`config.mk`:
```
export PLATFORM = sky130hd
export DESIGN_NAME = nios2_cordic_cpu_mul_seq
export DESIGN_NICKNAME = d
export VERILOG_FILES = /design/src/rtl/nios2_cordic_cpu_mul_seq.sv
export SDC_FILE = /design/constraint.sdc
export NUM_CORES = 1
export LEC_CHECK = 0
export ABC_CLOCK_PERIOD_IN_PS = 4500
export CORE_AREA = 4 4 265 137
export CTS_CLUSTER_SIZE = 8
export DETAILED_ROUTE_END_ITERATION = 7
export DIE_AREA = 0 0 269 141
export HOLD_SLACK_MARGIN = 0.03
export PLACE_DENSITY_LB_ADDON = 0.05
export SLEW_MARGIN = 10
export SYNTH_ARGS = -nofsm -noshare
export SYNTH_HDL_FRONTEND = slang
export SYNTH_SLANG_ARGS = --single-unit
```
`constraint.sdc`:
```
create_clock -name clk -period 4.5 [get_ports clk]
set_input_delay 0.45 -clock clk [delete_from_list [all_inputs] [get_ports clk]]
set_output_delay 0.45 -clock clk [all_outputs]
set_load 0.005 [all_outputs]
```
`src/rtl/nios2_cordic_cpu_mul_seq.sv`:
```
// Multicycle 32x32 -> 64 multiply sequencer driving one shared pipelined 16x16 multiplier cell.
// Optional macro NIOS2_CORDIC_MUL_SEQ_EARLY_LOW_EN skips the HH partial product for op=00.
module nios2_cordic_cpu_mul_seq #(
  parameter int MUL_LATENCY = 1
) (
  input  logic        clk,
  input  logic        reset_n,
  input  logic        start,
  input  logic [1:0]  op,
  input  logic [31:0] src_a,
  input  logic [31:0] src_b,
  output logic        busy,
  output logic        done,
  output logic [31:0] result_lo,
  output logic [31:0] result_hi,
  output logic [15:0] mul_a,
  output logic [15:0] mul_b,
  output logic        mul_en,
  input  logic [31:0] mul_p
);

  localparam logic [1:0] S_IDLE  = 2'd0;
  localparam logic [1:0] S_ISSUE = 2'd1;
  localparam logic [1:0] S_DRAIN = 2'd2;
  localparam logic [1:0] S_FIX   = 2'd3;

  logic [1:0]  state_q, state_d;
  logic [1:0]  cnt_q, cnt_d;
  logic [31:0] a_q, a_d;
  logic [31:0] b_q, b_d;
  logic [1:0]  op_q, op_d;
  logic [63:0] acc_q, acc_d;
  logic        busy_q, busy_d;
  logic        done_q, done_d;
  logic [31:0] lo_q, lo_d;
  logic [31:0] hi_q, hi_d;

  // Tag pipe: shift code 0/1/2 selects a left shift of 0/16/32 bits
  logic [MUL_LATENCY-1:0] vld_q, vld_d;
  logic [1:0]             sh_q [MUL_LATENCY];
  logic [1:0]             sh_d [MUL_LATENCY];

  logic        issue;
  logic        last_issue;
  logic        pending;
  logic [63:0] fixed;
  logic [63:0] corr_a;
  logic [63:0] corr_b;

  assign issue  = (state_q == S_ISSUE);
  assign mul_en = issue;
  assign mul_a  = issue ? (cnt_q[0] ? a_q[31:16] : a_q[15:0]) : 16'h0000;
  assign mul_b  = issue ? (cnt_q[1] ? b_q[31:16] : b_q[15:0]) : 16'h0000;

  assign busy      = busy_q;
  assign done      = done_q;
  assign result_lo = lo_q;
  assign result_hi = hi_q;

`ifdef NIOS2_CORDIC_MUL_SEQ_EARLY_LOW_EN
  assign last_issue = (cnt_q == 2'd3) || ((op_q == 2'b00) && (cnt_q == 2'd2));
`else
  assign last_issue = (cnt_q == 2'd3);
`endif

  // Signed correction: two's complement operand value = unsigned value - sign * 2^32
  assign corr_a = (op_q[1] && a_q[31]) ? {b_q, 32'h0} : 64'h0;
  assign corr_b = ((op_q == 2'b11) && b_q[31]) ? {a_q, 32'h0} : 64'h0;
  assign fixed  = acc_q - corr_a - corr_b;

  always_comb begin
    pending = 1'b0;
    for (int i = 0; i < MUL_LATENCY - 1; i++) begin
      pending = pending | vld_q[i];
    end
  end

  always_comb begin
    vld_d    = '0;
    vld_d[0] = issue;
    sh_d[0]  = (cnt_q == 2'd0) ? 2'd0 : ((cnt_q == 2'd3) ? 2'd2 : 2'd1);
    for (int i = 1; i < MUL_LATENCY; i++) begin
      vld_d[i] = vld_q[i-1];
      sh_d[i]  = sh_q[i-1];
    end
  end

  always_comb begin
    state_d = state_q;
    cnt_d   = cnt_q;
    a_d     = a_q;
    b_d     = b_q;
    op_d    = op_q;
    acc_d   = acc_q;
    busy_d  = busy_q;
    done_d  = 1'b0;
    lo_d    = lo_q;
    hi_d    = hi_q;

    if (vld_q[MUL_LATENCY-1]) begin
      acc_d = acc_q + ({32'h0, mul_p} << {sh_q[MUL_LATENCY-1], 4'b0000});
    end

    case (state_q)
      S_IDLE: begin
        if (start) begin
          a_d     = src_a;
          b_d     = src_b;
          op_d    = op;
          acc_d   = 64'h0;
          cnt_d   = 2'd0;
          busy_d  = 1'b1;
          state_d = S_ISSUE;
        end
      end
      S_ISSUE: begin
        cnt_d = cnt_q + 2'd1;
        if (last_issue) begin
          state_d = S_DRAIN;
        end
      end
      S_DRAIN: begin
        if (!pending) begin
          state_d = S_FIX;
        end
      end
      S_FIX: begin
        lo_d    = fixed[31:0];
        hi_d    = (op_q == 2'b00) ? 32'h0 : fixed[63:32];
        done_d  = 1'b1;
        busy_d  = 1'b0;
        state_d = S_IDLE;
      end
      default: state_d = S_IDLE;
    endcase
  end

  always_ff @(posedge clk or negedge reset_n) begin
    if (!reset_n) begin
      state_q <= S_IDLE;
      cnt_q   <= 2'd0;
      a_q     <= 32'h0;
      b_q     <= 32'h0;
      op_q    <= 2'b00;
      acc_q   <= 64'h0;
      busy_q  <= 1'b0;
      done_q  <= 1'b0;
      lo_q    <= 32'h0;
      hi_q    <= 32'h0;
      vld_q   <= '0;
      for (int i = 0; i < MUL_LATENCY; i++) begin
        sh_q[i] <= 2'd0;
      end
    end else begin
      state_q <= state_d;
      cnt_q   <= cnt_d;
      a_q     <= a_d;
      b_q     <= b_d;
      op_q    <= op_d;
      acc_q   <= acc_d;
      busy_q  <= busy_d;
      done_q  <= done_d;
      lo_q    <= lo_d;
      hi_q    <= hi_d;
      vld_q   <= vld_d;
      for (int i = 0; i < MUL_LATENCY; i++) begin
        sh_q[i] <= sh_d[i];
      end
    end
  end

endmodule

```
==> impl_metrics.yaml <==
timing:
  finalCritPeriodShare: 0.9773
  setup_tns_ns: 0
  fin_skew_ns: 0.03731
  max_slew.worst_pin.slew_ns: 1.180
  fmax_ghz: 0.2274
  min_period_ns: 4.398
  relSlewSlack: 0.2132
  whs_ns: 0.4276
  hold_viol_final: 0
  setup_violations: 0
  slew_violations: 0
placed_design:
  portBuffers: 199
  dp.cells: 2423
  hpwl_mm: 44.28
  gp_congestion: 0.9820
  placed_cell_area_sq_um: 18490
cells_and_area:
  final-seq-area_sq_um: 5082
  drive_gt1_frac: 0.1162
  multi_input_comb_area_sq_um: 9356
  fillers: 3137
  design_area_sq_um: 19280
  finalNetCount: 2239
  instances_no_fill: 2456
  syn_to_final_growth_pct: 26.87
pwr:
  ir_drop_mv: 0.4397
  p_leak_nw: 9.459
  p_per_area_nw_per_um2: 829.3
setup_path:
  worstPathMaxFanout: 11
  cp-start-kind: "flip-flop"
  reg2reg_depth: 15
  r2r_start: "sh_q[0]"
  r2r-end: "acc_q[63]"
  crit_arrival_ns: 4.84
  worstPathRequired_ns: 4.94
  r2r_setup_slack_ns: 0.10
  critical_path_class: "reg -> reg"
  cp-endpoint: "acc_q[63]"
  crit_start: "sh_q[0]"
  end_kind: "flip-flop"
floorplan:
  start_util: 0.4462
  die_area_sq_um: 37930
  die_h_microns: 141
  num_io_pins: 200
  coreArea_sq_um: 34050
  fp-row-count: 48
  die_w_microns: 269
global_routing:
  grt_pass1_vias: 13393
  grt_max_degree: 91
  grt-ovfl-total: 0
  grt_pass1_wl_mm: 83.74
  grt_usage: 0.2901
  antenna_found_initial: 2
clocking:
  cts_buffer_depth: 3
  postCtsSetupBuffers: 0
  path_clk_slew_ns: 0.05
  root_buffer: "clkbuf_16"
  insertion_delay_ns: 0.57
  cts_buffers: 29
  clock-sinks: 203
  htreeDepth: 1
  cts_tree: "yes"
synth:
  synth-simple-area-share: 0.1914
  netlist_instances: 1733
  ys.flop_type: "dfrtp_1"
  synth_cell_types: 74
  ys_seq_elements: 203
  ys_warn_count: 0
  synth_area_sq_um: 15190
  synth_area_leaders: "dfrtp_1 33%, ha_1 8.3%, nand2_1 6.5%"
  synthArstFlopShare: 1.000
  synth_top_cell_area_share: 0.3343
  avgSynthCellArea_sq_um: 8.768
  synth_area_leader_cell: "dfrtp_1"
  yosys-mux-area-fraction: 0.08622
  synth_xor_area_frac: 0.04842
  synth_nets: 1967
  ys_seq_area_frac: 0.3343
  synth_top_family_by_area: "simple AND/OR/NAND/NOR gates"
  yosys.area_share.adder: 0.1253
  synth_compound_area_frac: 0.1611
  synth_edf_count: 0
worst_hold_path:
  hp-class: "in -> reg"
drt:
  vias: 13767
  first_pass_iters: 6
  routedWlPerCell_microns: 22.58
  wirelength_mm: 55.45
  remaining_drc_errors: 0
  drt_iter0_markers: 1253
  detail-route-antenna-nets: 0
  vias_per_cell: 5.605
outcome:
  status: "finished clean"
run:
  cap_violations: 0
timing repair:
action / CTS / global route
setup endpoints to repair: 3 / 10
resized for setup: 2 / 13
hold buffers: 1 / 0
endpoints found under the hold margin: 75 / 0
final cells by class:
class                           count  area share
Multi-Input combinational cell   1315      0.4854
Sequential cell                   203      0.2636
Clock buffer                       30     0.03784
Tap cell                          450     0.02921
Antenna cell                        1   0.0001298
Inverter                          121     0.02356
Timing Repair Buffer              335      0.1599
Clock inverter                      1   0.0003894
state kept, by name (all words and copies together) (netlist names), 32 cells and up:
name       cells
result_hi     32
a_q           32
b_q           32
acc_q         64
result_lo     32
cells by family after synthesis:
logic type               after synthesis
adder cells (fa/ha/maj)              133
XOR/XNOR                              84
AND/OR/NAND/NOR                      616
flip-flops                           203
multiplexers                         127
buffers and inverters                215
AO/OA/AOI/OAI                        355
synthesized netlist by cell type (all sizes together) (4+ instances only):
cell type and instances:
or2 4, nand2 262, clkbuf 81, a31oi 5
a21o 53, fa 32, xor2 29, mux2i 96
a21boi 6, and3 40, o31ai 4, mux2 31
nor2 109, and2 54, o21ai 60, or3 7
a21oi 100, o2111ai 5, nand2b 6, nor2b 58
a2111oi 5, nand4 23, nor3 13, dfrtp 203
a22o 38, buf 13, xnor2 55, o21bai 14
a211o 5, nand3 26, a211oi 4, inv 121
o211ai 8, ha 101, o21a 12
critical path, cell delays in order, from the launching register on:
cell       delay (ns)
dfrtp_1          0.36
buf_4            0.26
mux2i_2          0.46
nor2_1           0.09
ha_1             0.41
nand4_1          0.20
a2111o_1         0.56
a2111oi_0        0.67
buf_4            0.22
o211ai_1         0.09
buf_4            0.18
nand4_1          0.07
o211ai_1         0.11
xnor2_1          0.24
a21oi_1          0.10
a31o_2           0.25
layer usage:
| layer | global-route usage | part of all wire |
|---|---|---|
| met5 | 0 | 0 |
| met4 | 0.02940 | 0.0087 |
| met3 | 0.1120 | 0.11 |
| met2 | 0.3579 | 0.36 |
| met1 | 0.4758 | 0.52 |
per-stage QoR:
stage	utilization	power, mW	setup WS (ns)
floorplan	-	9.532	0.3542
global placement	0.5429	13.67	-0.08497
detailed placement	0.5429	13.71	-0.1851
CTS	0.5649	15.77	0.01169
global route	0.5660	17.18	-0.002341
finish	0.5661	15.99	0.1023
where the power goes:
group / total, mW / switching (mW) / leakage, nW / internal [mW]
logic: 10.5 / 5.67 / 6.51 / 4.83
clock network: 1.94 / 0.813 / 0.359 / 1.12
registers: 3.55 / 0.937 / 2.59 / 2.61
total: 16.0 / 7.42 / 9.46 / 8.57
worst min-delay path by stage:
stage / from / end / slack, ns / cells after the start
detailed placement: result_lo[14] / result_lo[14] / 0.50 / 1
finish: src_b[22] / b_q[22] / 0.43 / 3
global route: src_a[21] / a_q[21] / 0.43 / 3
floorplan: reset_n / a_q[0] / 0.15 / 0
CTS: src_a[30] / a_q[30] / 0.41 / 3
global placement: result_hi[30] / result_hi[30] / 0.49 / 1
layout by cell type, fill, tap and decap left out, types with 12 or more instances in the layout:
master	instances
nand2_1	261
dfrtp_1	201
clkdlybuf4s50_1	198
buf_4	130
inv_1	121
nor2_1	108
ha_1	100
a21oi_1	97
mux2i_1	95
nor2b_1	58
xnor2_1	55
o21ai_0	54
and2_1	53
a21o_1	53
and3_1	38
a22o_1	38
fa_1	32
mux2_2	31
xor2_1	29
clkbuf_16	29
nand3_1	26
nand4_1	23
o21bai_1	14
nor3_1	13
o21a_1	12
(Power assumes the default switching activity.)
